==> src/rtl/led_pattern_gen.sv <==
// rtl/led_pattern_gen.sv - multi-mode LED pattern generator with programmable step prescaler
module led_pattern_gen #(
  parameter int N_LEDS    = 4,
  parameter int NB_COUNT  = 32,
  parameter int NB_SEL    = 2,
  parameter int BASE_LOG2 = 22
) (
  input  logic              clock,
  input  logic              reset,
  input  logic              i_enable,
  input  logic [NB_SEL-1:0] i_speed,
  input  logic [1:0]        i_mode,
  input  logic              i_color,
  output logic [N_LEDS-1:0] o_led,
  output logic [N_LEDS-1:0] o_led_b,
  output logic [N_LEDS-1:0] o_led_g,
  output logic              o_step
);

  typedef enum logic [1:0] {
    MODE_ROTL  = 2'd0,
    MODE_ROTR  = 2'd1,
    MODE_PING  = 2'd2,
    MODE_BLINK = 2'd3
  } mode_t;

  typedef enum logic {
    DIR_UP   = 1'b0,
    DIR_DOWN = 1'b1
  } dir_t;

  localparam logic [N_LEDS-1:0] ONE_HOT_INIT = N_LEDS'(1);
  localparam logic [N_LEDS-1:0] ALL_ON       = '1;

  logic [NB_COUNT-1:0] counter;
  logic [N_LEDS-1:0]   pattern;
  dir_t                dir;
  mode_t               mode_q;
  logic                step;

  logic [NB_COUNT:0]   limit_pow;
  logic [NB_COUNT-1:0] limit;
  logic                tick;
  logic                reload;
  logic [N_LEDS-1:0]   next_pattern;
  dir_t                next_dir;

  // One extra bit lets the top speed reach an all-ones limit of the full counter width.
  always_comb begin
    limit_pow = (NB_COUNT + 1)'(1) << (BASE_LOG2 + int'(i_speed));
    limit     = limit_pow[NB_COUNT-1:0] - NB_COUNT'(1);
  end

  assign reload = (mode_t'(i_mode) != mode_q);
  assign tick   = i_enable && (counter >= limit);

  always_comb begin
    next_pattern = pattern;
    next_dir     = dir;
    case (mode_q)
      MODE_ROTL:  next_pattern = (pattern << 1) | (pattern >> (N_LEDS - 1));
      MODE_ROTR:  next_pattern = (pattern >> 1) | (pattern << (N_LEDS - 1));
      MODE_PING: begin
        // A single LED has nowhere to bounce to, so it simply stays lit.
        if (N_LEDS > 1) begin
          if (dir == DIR_UP) begin
            if (pattern[N_LEDS-1]) begin
              next_pattern = pattern >> 1;
              next_dir     = DIR_DOWN;
            end else begin
              next_pattern = pattern << 1;
            end
          end else begin
            if (pattern[0]) begin
              next_pattern = pattern << 1;
              next_dir     = DIR_UP;
            end else begin
              next_pattern = pattern >> 1;
            end
          end
        end
      end
      MODE_BLINK: next_pattern = ~pattern;
      default:    next_pattern = pattern;
    endcase
  end

  always_ff @(posedge clock or posedge reset) begin
    if (reset) begin
      counter <= '0;
      pattern <= ONE_HOT_INIT;
      dir     <= DIR_UP;
      mode_q  <= MODE_ROTL;
      step    <= 1'b0;
    end else begin
      mode_q <= mode_t'(i_mode);
      // Mode reload wins over a coincident tick so a new mode always starts clean.
      if (reload) begin
        counter <= '0;
        dir     <= DIR_UP;
        step    <= 1'b0;
        pattern <= (mode_t'(i_mode) == MODE_BLINK) ? ALL_ON : ONE_HOT_INIT;
      end else if (tick) begin
        counter <= '0;
        pattern <= next_pattern;
        dir     <= next_dir;
        step    <= 1'b1;
      end else begin
        step <= 1'b0;
        if (i_enable) begin
          counter <= counter + NB_COUNT'(1);
        end
      end
    end
  end

  assign o_led   = pattern;
  assign o_led_b = i_color ? '0 : pattern;
  assign o_led_g = i_color ? pattern : '0;
  assign o_step  = step;

endmodule

==> config.mk <==
export PLATFORM = sky130hd
export DESIGN_NAME = led_pattern_gen
export DESIGN_NICKNAME = d
export VERILOG_FILES = /design/src/rtl/led_pattern_gen.sv
export SDC_FILE = /design/constraint.sdc
export NUM_CORES = 1
export LEC_CHECK = 0
export ABC_AREA = 1
export BUFFER_PORTS_ARGS = -buffer_cell sky130_fd_sc_hd__buf_2
export CAP_MARGIN = 0
export CORE_UTILIZATION = 40
export CTS_CLUSTER_SIZE = 30
export DETAILED_ROUTE_END_ITERATION = 6
export MAX_ROUTING_LAYER = met4
export PLACE_DENSITY = 0.62
export REMOVE_ABC_BUFFERS = 1
export SLEW_MARGIN = 20
export SYNTH_ARGS = -nofsm -noshare
export SYNTH_HDL_FRONTEND = slang
export SYNTH_SLANG_ARGS = --single-unit
==> constraint.sdc <==
create_clock -name clock -period 5 [get_ports clock]
set_input_delay 0.25 -clock clock [delete_from_list [all_inputs] [get_ports clock]]
set_output_delay 0.25 -clock clock [all_outputs]
set_load 0.01 [all_outputs]
==> results by group, run 1 <==
Outcome
  • Outcome: finished, final reports clean

Floorplanning
  • CORE AREA: ~0.0059 mm2
  • Starting density of the core: 0.413
  • Die height: 80 um
  • Die area: 0.00640 mm2
  • Die W: ~80 um
  • Cell Rows: 28
  • IO Pins: 21

Detailed routing
  • DRC Markers: 0
  • DR iter-0 viols: about 110
  • Routed Antenna Nets: 0
  • Vias: 2073
  • Drt total wl: 5000 um
  • Drt pass-1 iters: 4
  • DR vias/cell: a little under 5
  • DR WL/cell: 11.6 um

Place
  • Post-DP HPWL: 3560 um
  • Post-Place Cells: 422
  • Gpl congestion: 0.936
  • IO buf count: 20

Timing
  • RSZ-0062 raised after global routing: false
  • Max Fclk: about 460 MHz
  • Final hold vios: 0
  • Fin Hold WS: 65.6 ps
  • Slew @ Worst Pin: 773 ps
  • Final setup fails: 0
  • Slew HR: 0.483
  • Setup TNS: 0 ps
  • Slew Viols, Final: 0
  • Clk_skew: between 7 and 8 ps
  • Min Clock Period, post-route: 2180 ps
  • Period utilization: 0.436

Layout
  • Final net count: 370
  • Area Growth Syn to Fin: 11.1%
  • Finished Core Util: 0.459
  • Share of post-route cells with drive strength above 1: 0.104
  • # fillers: around 600
  • Post-route insts no fill: 430
  • Antenna cells: 0

Clock network
  • Clock Path Buffers: 2
  • # clock sinks: 40
  • Worst-path clk slew: 80 ps
  • H-tree Lvls: 2
  • CTS Buf Count: 5
  • Clk root buf: clkbuf_8
  • Post-CTS sizing: 0
  • Clock latency on the worst-skew pair: 290 ps
  • Postcts setup bufs: 0
  • Hold_buf cts: 0
  • CTS tree: yes

Global route
  • Largest net degree at the start of global routing: 41
  • Vias in the first global route: 1920
  • Congestion Overflow GR: 0
  • Total global-route track usage: 0.176
  • Initial antenna violation count: 0
  • First-pass GRT wire length: 8440 um

Synthesis
  • Async SR Flop Fraction: 1.00
  • EDFF count, synth: 0
  • Post-synthesis register bit count: 40
  • Seq/Total Area, Yosys: 0.412
  • Top_reg_cell synth: dfrtp_1
  • Average cell area after synthesis: 7.35 um2
  • Ys Warns: 0
  • Commonest cells in the netlist: nand2_1, nor2_1, inv_1
  • Top-count cell post-synth: nand2_1
  • Post-synth top area cell: dfrtp_1
  • Area share of the largest cell type after synthesis: 0.401
  • Unique cell type count in the Yosys netlist: 29
  • Area contributors post-synth: dfrtp_1, nand2_1, nor2_1
  • Synthesized cell area: 0.00243 mm2
  • Cells after Synth: 331

Power and ir drop
  • Overall Power: 0.719 mW
  • Net Sw Frac: 0.255
  • Flop pwr share: 0.480
  • Clk pwr share: 0.405
  • Switch Pwr: 0.183 mW
  • Internal power: 0.536 mW
  • Comb power frac: 0.115
  • Max VDD drop: 0.127 mV
  • PD cells: 266 mW/mm2
  • P_leak: 1.38 nW

Critical path
  • Worst Path Required: a little over 5000 ps
  • Slowest cell on the critical path: nand3_1
  • CP Max Fanout: 20
  • Crit-path max cell delay: 590 ps
  • Crit start category: flop
  • CP Capture Type: flop
  • Most used cell, CP: nand2_1
  • Crit Path Class: flop to flop
  • CP Data Arrival Time: between 2000 and 2500 ps
  • Reg2Reg Depth: 7
  • CP cell instances: xnor2_1 -> nand3_1 -> nand2_1 -> nor2_2 -> nand2_1 -> xor2_1 -> nor2_1

Worst hold path
  • Hold WC Path Type: input pin to async pin

Job
  • # Max-Cap Violations: 0
[area by class of cell]
cell class / instances / area [um2] / area share
Sequential cell: 40 / 1000 / 0.371
Tap cell: 75 / 93.8 / 0.0347
Multi-Input combinational cell: 237 / 1190 / 0.440
Timing Repair Buffer: 21 / 108 / 0.0398
Clock inverter: 1 / 30.0 / 0.0111
Inverter: 49 / 184 / 0.0680
Clock buffer: 7 / 96.3 / 0.0356
[stage by stage]
step                      cell area (um2)  setup slack, ps
after CTS                            2700             2780
after global routing                 2700             2580
after detailed placement             2580             2800
after floorplan                      2380             3250
final                                2700             2820
after global placement               2580             2930
[power groups by stage]
stage	Clock, mW	Combinational [mW]	Sequential, mW
2_1_floorplan	0	0.0507	0.351
3_3_place_gp	0	0.0821	0.351
3_5_place_dp	0	0.0834	0.352
4_1_cts	0.300	0.0840	0.345
5_1_grt	0.312	0.0945	0.347
6_report	0.291	0.0827	0.345
[state kept, by name, summed over array words and instances, names as in the netlist]
name,cells
o_step,1
o_led,4
mode_q,2
dir,1
counter,32
[placed cells by master (no fill, tap or decap), drive strengths merged, types with 4 or more instances in the layout]
cell type / n
buf: 21
clkbuf: 7
conb: 4
dfrtp: 39
ha: 8
inv: 48
nand2: 87
nand3: 23
nand4: 10
nor2: 61
nor3: 4
o21ai: 6
xnor2: 8
xor2: 11
[cell families after synthesis]
| kind of cell | synth area share |
|---|---|
| fa+ha+maj | 0.0411 |
| flops | 0.412 |
| buf+inv | 0.102 |
| compound gates | 0.0416 |
| simple gates | 0.332 |
| xor+xnor | 0.0684 |
| other cells | 0.00309 |
[final timing paths]
path	endpoint	slack, ps	from
max	counter[20]$_DFFE_PP0P_	2820	mode_q[0]$_DFF_PP0_
min reg2reg	counter[28]$_DFFE_PP0P_	500	counter[28]$_DFFE_PP0P_
max reg2reg	counter[20]$_DFFE_PP0P_	2820	mode_q[0]$_DFF_PP0_
max in group asynchronous	o_led[0]$_DFFE_PP1P_	4570	reset
min in group clock	mode_q[1]$_DFF_PP0_	100	i_mode[1]
min	o_step$_DFF_PP0_	70	reset
[critical path, delay by kind of cell, from the launching register on]
| family | cells | cell delay, ps |
|---|---|---|
| XOR/XNOR | 2 | 380 |
| flip-flops | 1 | 440 |
| AND/OR/NAND/NOR | 5 | 1220 |
[layer usage]
metal	vias to the layer above	global-route usage	wire, um
met5	-	-	0
met2	51	0.288	2440
met3	9	0.0354	189
met1	949	0.217	2290
met4	0	0.0571	80
li1	1064	-	-
(Power assumes the default switching activity.)
==> run 2: changes to the inputs <==
PLACE_DENSITY = 0.64   (was 0.62)
clock period = 1.8 ns   (was 5 ns; I/O delays follow)
==> run 2 against run 1 <==
  * Sequential power grew to 2.8 times the previous value
  * Maximum frequency grew 31%
  * Design area rose by 7.6%
  * Total power rose to 2.6 times the previous value
  * Critical path type unchanged
  * Largest cell class unchanged
  * Largest power group unchanged
==> results by group, run 2 (same netlist as run 1, synthesis figures left out) <==
Clock network
  • Worst-path clk slew: 90 ps (about the same)
  • CTS tree: yes
  • CTS Buf Count: 5 (unchanged)
  • H-tree Lvls: 2 (unchanged)
  • Clock Path Buffers: 2 (unchanged)
  • Clock latency on the worst-skew pair: 300 ps (about the same)
  • # clock sinks: 40 (unchanged)
  • Clk root buf: clkbuf_8

Place
  • IO buf count: 20 (unchanged)
  • Post-place setup slack: 118 ps (-2680 ps)
  • Post-DP HPWL: 3660 um (+2.8%)
  • Gpl congestion: 0.926 (-1.1%)

Detailed routing
  • Drt total wl: 4990 um (-0.10%)
  • DR vias/cell: 4.72 (-2.1%)
  • DR WL/cell: 11.0 um (-5.0%)
  • Vias: 2134 (+2.9%)
  • Routed Antenna Nets: 0 (unchanged)
  • DR iter-0 viols: 62 (-45%)
  • DRC Markers: 0 (unchanged)
  • Drt pass-1 iters: 4 (unchanged)

Floorplanning
  • IO Pins: 21 (unchanged)
  • Starting density of the core: 0.413 (unchanged)
  • Die height: 80 um (unchanged)
  • Die area: 0.00640 mm2 (unchanged)
  • Die W: 80 um (unchanged)
  • Cell Rows: 28 (unchanged)
  • CORE AREA: 0.00589 mm2 (unchanged)

Global route
  • Initial antenna violation count: 0 (unchanged)
  • Largest net degree at the start of global routing: 41 (unchanged)
  • First-pass GRT wire length: 8310 um (-1.5%)
  • Routing usage on met2: 0.281 (-0.00684)
  • Met3 usage: 0.0206 (-0.0149)
  • Congestion Overflow GR: 0 (unchanged)
  • Total global-route track usage: 0.170 (-0.00615)
  • Vias in the first global route: 1866 (-2.8%)
  • Grt met1 use: 0.216 (-0.000403)
  • Global route hottest layer: met2

Worst hold path
  • Hold path depth: 3
  • Min-Delay Startpoint: i_enable
  • Hold WC Path Type: input pin to flop
  • Hold EP: dir$_DFFE_PP0P_

Critical path
  • RR Startpoint: counter[22]$_DFFE_PP0P_
  • Worst Path Required: 1990 ps (-3180 ps)
  • RR Endpoint: o_led[1]$_DFFE_PP0P_
  • CP Max Fanout: 8 (-60%)
  • Reg2reg setup slack: 130 ps (-2690 ps)
  • Reg2Reg Depth: 12 (+5)
  • Crit Path Class: flop to flop
  • Crit start category: flop
  • CP Data Arrival Time: 1860 ps (-490 ps)
  • CP Capture Type: flop

Layout
  • Share of post-route cells with drive strength above 1: 0.162 (+0.0576)
  • Area Growth Syn to Fin: 19.5%
  • Antenna cells: 0 (unchanged)
  • Most frequent cells in the layout: nand2_1, nor2_1, inv_1
  • Reg with most FFs: counter
  • Commonest non-fill, non-tap cell in the layout: nand2_1
  • Finished Core Util: 0.494 (+0.0349)
  • Final net count: 392 (+5.9%)
  • # fillers: 579 (-6.2%)
  • Max reg flops: 32 (unchanged)

Timing
  • Min Clock Period, post-route: 1670 ps (-515 ps)
  • Fin worst setup slack: 133 ps (-2690 ps)
  • Slew @ Worst Pin: 524 ps (-248 ps)
  • Period utilization: 0.926 (+0.490)
  • Final hold vios: 0 (unchanged)
  • Max Fclk: 600 MHz (+31%)
  • RSZ-0062 raised after global routing: false
  • Final setup fails: 0 (unchanged)
  • Slew HR: 0.650 (+0.167)
  • Fin Hold WS: 139 ps (+73.8 ps)
  • Setup TNS: 0 ps (unchanged)
  • Clk_skew: 13.9 ps (+6.54 ps)
  • Slew Viols, Final: 0 (unchanged)

Power and ir drop
  • P_leak: 1.50 nW (+8.3%)
  • Max VDD drop: 0.346 mV (+170%)
  • Overall Power: 1.84 mW (+160%)
  • PD cells: 633 mW/mm2 (+140%)

Outcome
  • Outcome: finished, final reports clean

Job
  • # Max-Cap Violations: 0 (unchanged)
==> run 2: changes by cell type in the layout (fill, tap and decap cells not counted), sizes merged <==
cell | before | now
buf | 21 | 39
clkinv | 1 | 4
dlygate4sd3 | 0 | 3
bufinv | 1 | 0
clkbuf | 7 | 6
==> run 2: repair_timing <==
action / CTS / global route
endpoints found under the hold margin: 41 / 0
endpoints found under the setup margin: 0 / 31
gates resized for setup: 0 / 7
buffers inserted: 0 / 3
hold buffers: 3 / 0
==> run 2: final cells by class <==
| type | count | area (um2) | area share |
|---|---|---|---|
| clock buffer | 5 | 68.8 | 0.0237 |
| clock inverter | 3 | 18.8 | 0.00645 |
| inverter | 49 | 184 | 0.0632 |
| multi-input combinational | 237 | 1220 | 0.419 |
| sequential | 40 | 1000 | 0.345 |
| tap | 75 | 93.8 | 0.0323 |
| timing repair buffer | 43 | 323 | 0.111 |
==> run 2: worst max-delay path by stage <==
| stage | cells past startpoint | from | to |
|---|---|---|---|
| after CTS | 12 | counter[22]$_DFFE_PP0P_ | o_led[0]$_DFFE_PP1P_ |
| final | 12 | counter[22]$_DFFE_PP0P_ | o_led[1]$_DFFE_PP0P_ |
| after floorplan | 7 | mode_q[0]$_DFF_PP0_ | counter[20]$_DFFE_PP0P_ |
| after global placement | 12 | counter[22]$_DFFE_PP0P_ | o_led[0]$_DFFE_PP1P_ |
| after global routing | 11 | counter[1]$_DFFE_PP0P_ | counter[12]$_DFFE_PP0P_ |
| after detailed placement | 11 | counter[22]$_DFFE_PP0P_ | counter[21]$_DFFE_PP0P_ |
==> run 2: layer usage <==
metal,wire length (um),part of all wire
met5,0,0
met4,42,0.0084
met3,119,0.024
met2,2390,0.48
met1,2440,0.49
==> run 2: per-stage QoR <==
stage | area [um2] | cells
2_1_floorplan | 2380 | 326
3_3_place_gp | 2720 | 437
3_5_place_dp | 2720 | 437
4_1_cts | 2830 | 448
5_1_grt | 2910 | 452
6_report | 2910 | 452
==> run 2: worst max-delay path, cell delays in order, from the launching register on <==
cell,delay [ps]
dfrtp_1,410
ha_1,290
nand2_1,90
nor2_2,40
nand2_1,50
nor2_1,40
a21oi_1,140
nand2_2,100
nand2_4,90
nand2_8,70
buf_12,140
nand2_1,50
nand2_1,40
==> run 2: power breakdown <==
| part | switching (mW) | total (mW) | leakage (nW) | internal, mW |
|---|---|---|---|---|
| sequential | 0.0338 | 0.955 | 0.547 | 0.921 |
| combinational | 0.166 | 0.289 | 0.902 | 0.123 |
| clock | 0.328 | 0.599 | 0.0479 | 0.270 |
| total | 0.528 | 1.84 | 1.50 | 1.31 |
==> run 3: changes to the inputs <==
PLACE_DENSITY = 0.62   (was 0.64)
clock period = 1.6 ns   (was 1.8 ns; I/O delays follow)
==> run 3 against run 2 <==
  * Clock-buffer cell count rose by 2
  * Clock skew is 5.3 ps lower
  * Critical path depth unchanged
  * The run now ends with negative setup slack left
  * Maximum frequency hardly changed
  * Critical endpoint unchanged
  * First-iteration DRC count grew 100%
  * Total power up 26%
  * Routed wire length rose by 9.4%
  * Setup slack got worse by 200 ps
  * Combinational power grew 19%
  * Die area did not move
==> results by group, run 3 (same netlist as run 1, synthesis figures left out) <==
Timing
  • Period utilization: 1.04 (+0.117)
  • RSZ-0062 raised after global routing: true
  • Fin worst setup slack: -68.3 ps (-201 ps)
  • Slew @ Worst Pin: 505 ps (-19.4 ps)
  • Slew Viols, Final: 0 (unchanged)
  • Final hold vios: 0 (unchanged)
  • Min Clock Period, post-route: 1670 ps (+1.23 ps)
  • Max Fclk: 599 MHz (about the same)
  • Clk_skew: 8.63 ps (-5.32 ps)
  • Fin Hold WS: 114 ps (-25.0 ps)
  • Final setup fails: 30 (+30)
  • Slew HR: 0.663 (+0.0129)

Critical path
  • CP Max Fanout: 8 (unchanged)
  • CP Capture Type: flop
  • Crit start category: flop
  • RR Endpoint: o_led[1]$_DFFE_PP0P_
  • Buffers & Inverters on Critical Path: 1 (unchanged)
  • Top delay family on crit path: simple AND/OR/NAND/NOR gates
  • RR Startpoint: counter[22]$_DFFE_PP0P_
  • Reg2Reg Depth: 12 (unchanged)
  • Crit Path Class: flop to flop
  • Worst Path Required: 1780 ps (-210 ps)
  • Crit-path max cell delay: 390 ps (-20 ps)
  • Most used cell, CP: nand2_1
  • Reg2reg setup slack: -70 ps (-200 ps)
  • CP Data Arrival Time: 1850 ps (about the same)
  • CP cell instances: ha_1 -> nand2_2 -> nor2_4 -> nand2_1 -> nor2_2 -> a21oi_2 -> nand2_2 -> nand2_4 -> nand2_8 -> buf_12 -> nand2_1 -> nand2_1
  • Slowest cell on the critical path: dfrtp_1

Detailed routing
  • Drt pass-1 iters: 4 (unchanged)
  • Met3 WL post-DR: 152 um (+28%)
  • Drt total wl: 5460 um (+9.4%)
  • Met2 Routed Length: 2730 um (+14%)
  • Highest routed layer: met4
  • Vias: 2222 (+4.1%)
  • DR WL/cell: 11.7 um (+5.7%)
  • Routed Antenna Nets: 0 (unchanged)
  • DR vias/cell: 4.75 (+0.56%)
  • DR iter-0 viols: 126 (+100%)
  • DRC Markers: 0 (unchanged)
  • DRT met1 WL: 2490 um (+2.1%)

Layout
  • Antenna cells: 0 (unchanged)
  • Design Area, Final: 0.00314 mm2 (+7.9%)
  • Reg with most FFs: counter
  • Storage element area: 0.00100 mm2 (unchanged)
  • Final net count: 408 (+4.1%)
  • Area Growth Syn to Fin: 29.0%
  • Finished Core Util: 0.533 (+0.0391)
  • Multi-input logic area: 0.00129 mm2 (+5.9%)
  • Commonest non-fill, non-tap cell in the layout: nand2_1
  • Share of post-route cells with drive strength above 1: 0.234 (+0.0723)
  • Most frequent cells in the layout: nand2_1, inv_1, nor2_1
  • # fillers: 585 (+1.0%)
  • Max reg flops: 32 (unchanged)

Outcome
  • Violated checks: negative setup slack
  • Outcome: complete, but fails checks

Clock network
  • CTS tree: yes
  • Clock Path Buffers: 2 (unchanged)
  • CTS Buf Count: 5 (unchanged)
  • # clock sinks: 40 (unchanged)
  • Clk root buf: clkbuf_8
  • Clock latency on the worst-skew pair: 290 ps (about the same)
  • Worst-path clk slew: 80 ps (about the same)
  • H-tree Lvls: 2 (unchanged)

Place
  • Gpl congestion: 0.918 (-0.77%)
  • Post-DP HPWL: 3970 um (+8.7%)
  • Post-place setup slack: -125 ps (-243 ps)
  • DP Area: 0.00284 mm2 (+4.4%)
  • IO buf count: 20 (unchanged)

Worst hold path
  • Hold EP: dir$_DFFE_PP0P_
  • Hold WC Path Type: input pin to flop
  • Min-Delay Startpoint: i_enable
  • Hold path depth: 3 (unchanged)

Global route
  • Vias in the first global route: 2045 (+9.6%)
  • First-pass GRT wire length: 9040 um (+8.7%)
  • Congestion Overflow GR: 0 (unchanged)
  • Largest net degree at the start of global routing: 41 (unchanged)
  • Initial antenna violation count: 0 (unchanged)
  • Total global-route track usage: 0.187 (+0.0178)

Power and ir drop
  • Max VDD drop: 0.362 mV (+4.5%)
  • P_leak: 1.59 nW (+6.4%)
  • PD cells: 741 mW/mm2 (+17%)

Job
  • # Max-Cap Violations: 0 (unchanged)

Floorplanning
  • Die height: 80 um (unchanged)
  • Starting density of the core: 0.413 (unchanged)
  • Die W: 80 um (unchanged)
  • Cell Rows: 28 (unchanged)
  • CORE AREA: 0.00589 mm2 (unchanged)
  • IO Pins: 21 (unchanged)
  • Die area: 0.00640 mm2 (unchanged)
==> run 3: cell count changes in the layout (fill, tap and decap cells not counted), sizes merged <==
cell	delta
clkinv	-3
clkbuf	+2
bufinv	+1
buf	+16
==> run 3: power breakdown <==
part	switching [mW]	total (mW)	leakage, nW	internal [mW]
clock network	0.357	0.908	0.0645	0.551
logic	0.199	0.344	0.982	0.144
registers	0.0392	1.08	0.547	1.04
==> run 3: routing by layer <==
metal,global-route usage,vias up
met4,0.0714,0
met1,0.233,1034
li1,-,1141
met3,0.0274,9
met2,0.308,38
met5,-,-
==> run 3: timing repair <==
action / in CTS / in global routing
cloned: 0 / 1
buffers inserted: 1 / 2
hold buffers: 3 / 0
endpoints found under the setup margin: 32 / 32
gates resized for setup: 3 / 23
hold endpoints to repair: 41 / 0
pin swaps: 3 / 6
==> run 3: worst min-delay path: cells and delay by family <==
| family | cells | cell delay (ps) |
|---|---|---|
| buffers and inverters | 1 | 150 |
| AND/OR/NAND/NOR | 2 | 140 |
==> run 3: how the worst max path moves through the flow <==
stage | slack (ps) | cells after the start | from | to
after detailed placement | -120 | 11 | counter[23]$_DFFE_PP0P_ | counter[3]$_DFFE_PP0P_
after global routing | -190 | 12 | counter[24]$_DFFE_PP0P_ | o_led[1]$_DFFE_PP0P_
after CTS | -100 | 12 | counter[22]$_DFFE_PP0P_ | o_led[1]$_DFFE_PP0P_
after global placement | -90 | 11 | counter[23]$_DFFE_PP0P_ | counter[10]$_DFFE_PP0P_
final | -70 | 12 | counter[22]$_DFFE_PP0P_ | o_led[1]$_DFFE_PP0P_
after floorplan | -150 | 7 | mode_q[0]$_DFF_PP0_ | counter[20]$_DFFE_PP0P_
==> run 3: cell type report <==
cell class                      count  area share
Tap cell                           75      0.0299
Timing Repair Buffer               59       0.141
Multi-Input combinational cell    237       0.411
Clock inverter                      1     0.00957
Clock buffer                        7      0.0307
Sequential cell                    40       0.319
Inverter                           49      0.0586
==> run 3: stage by stage <==
stage	power, mW	TNS, ps	cells
2_1_floorplan	1.25	-757	326
3_5_place_dp	1.40	-3200	453
6_report	2.33	-1180	468
5_1_grt	2.44	-4840	468
3_3_place_gp	1.40	-2470	453
4_1_cts	2.32	-2480	465
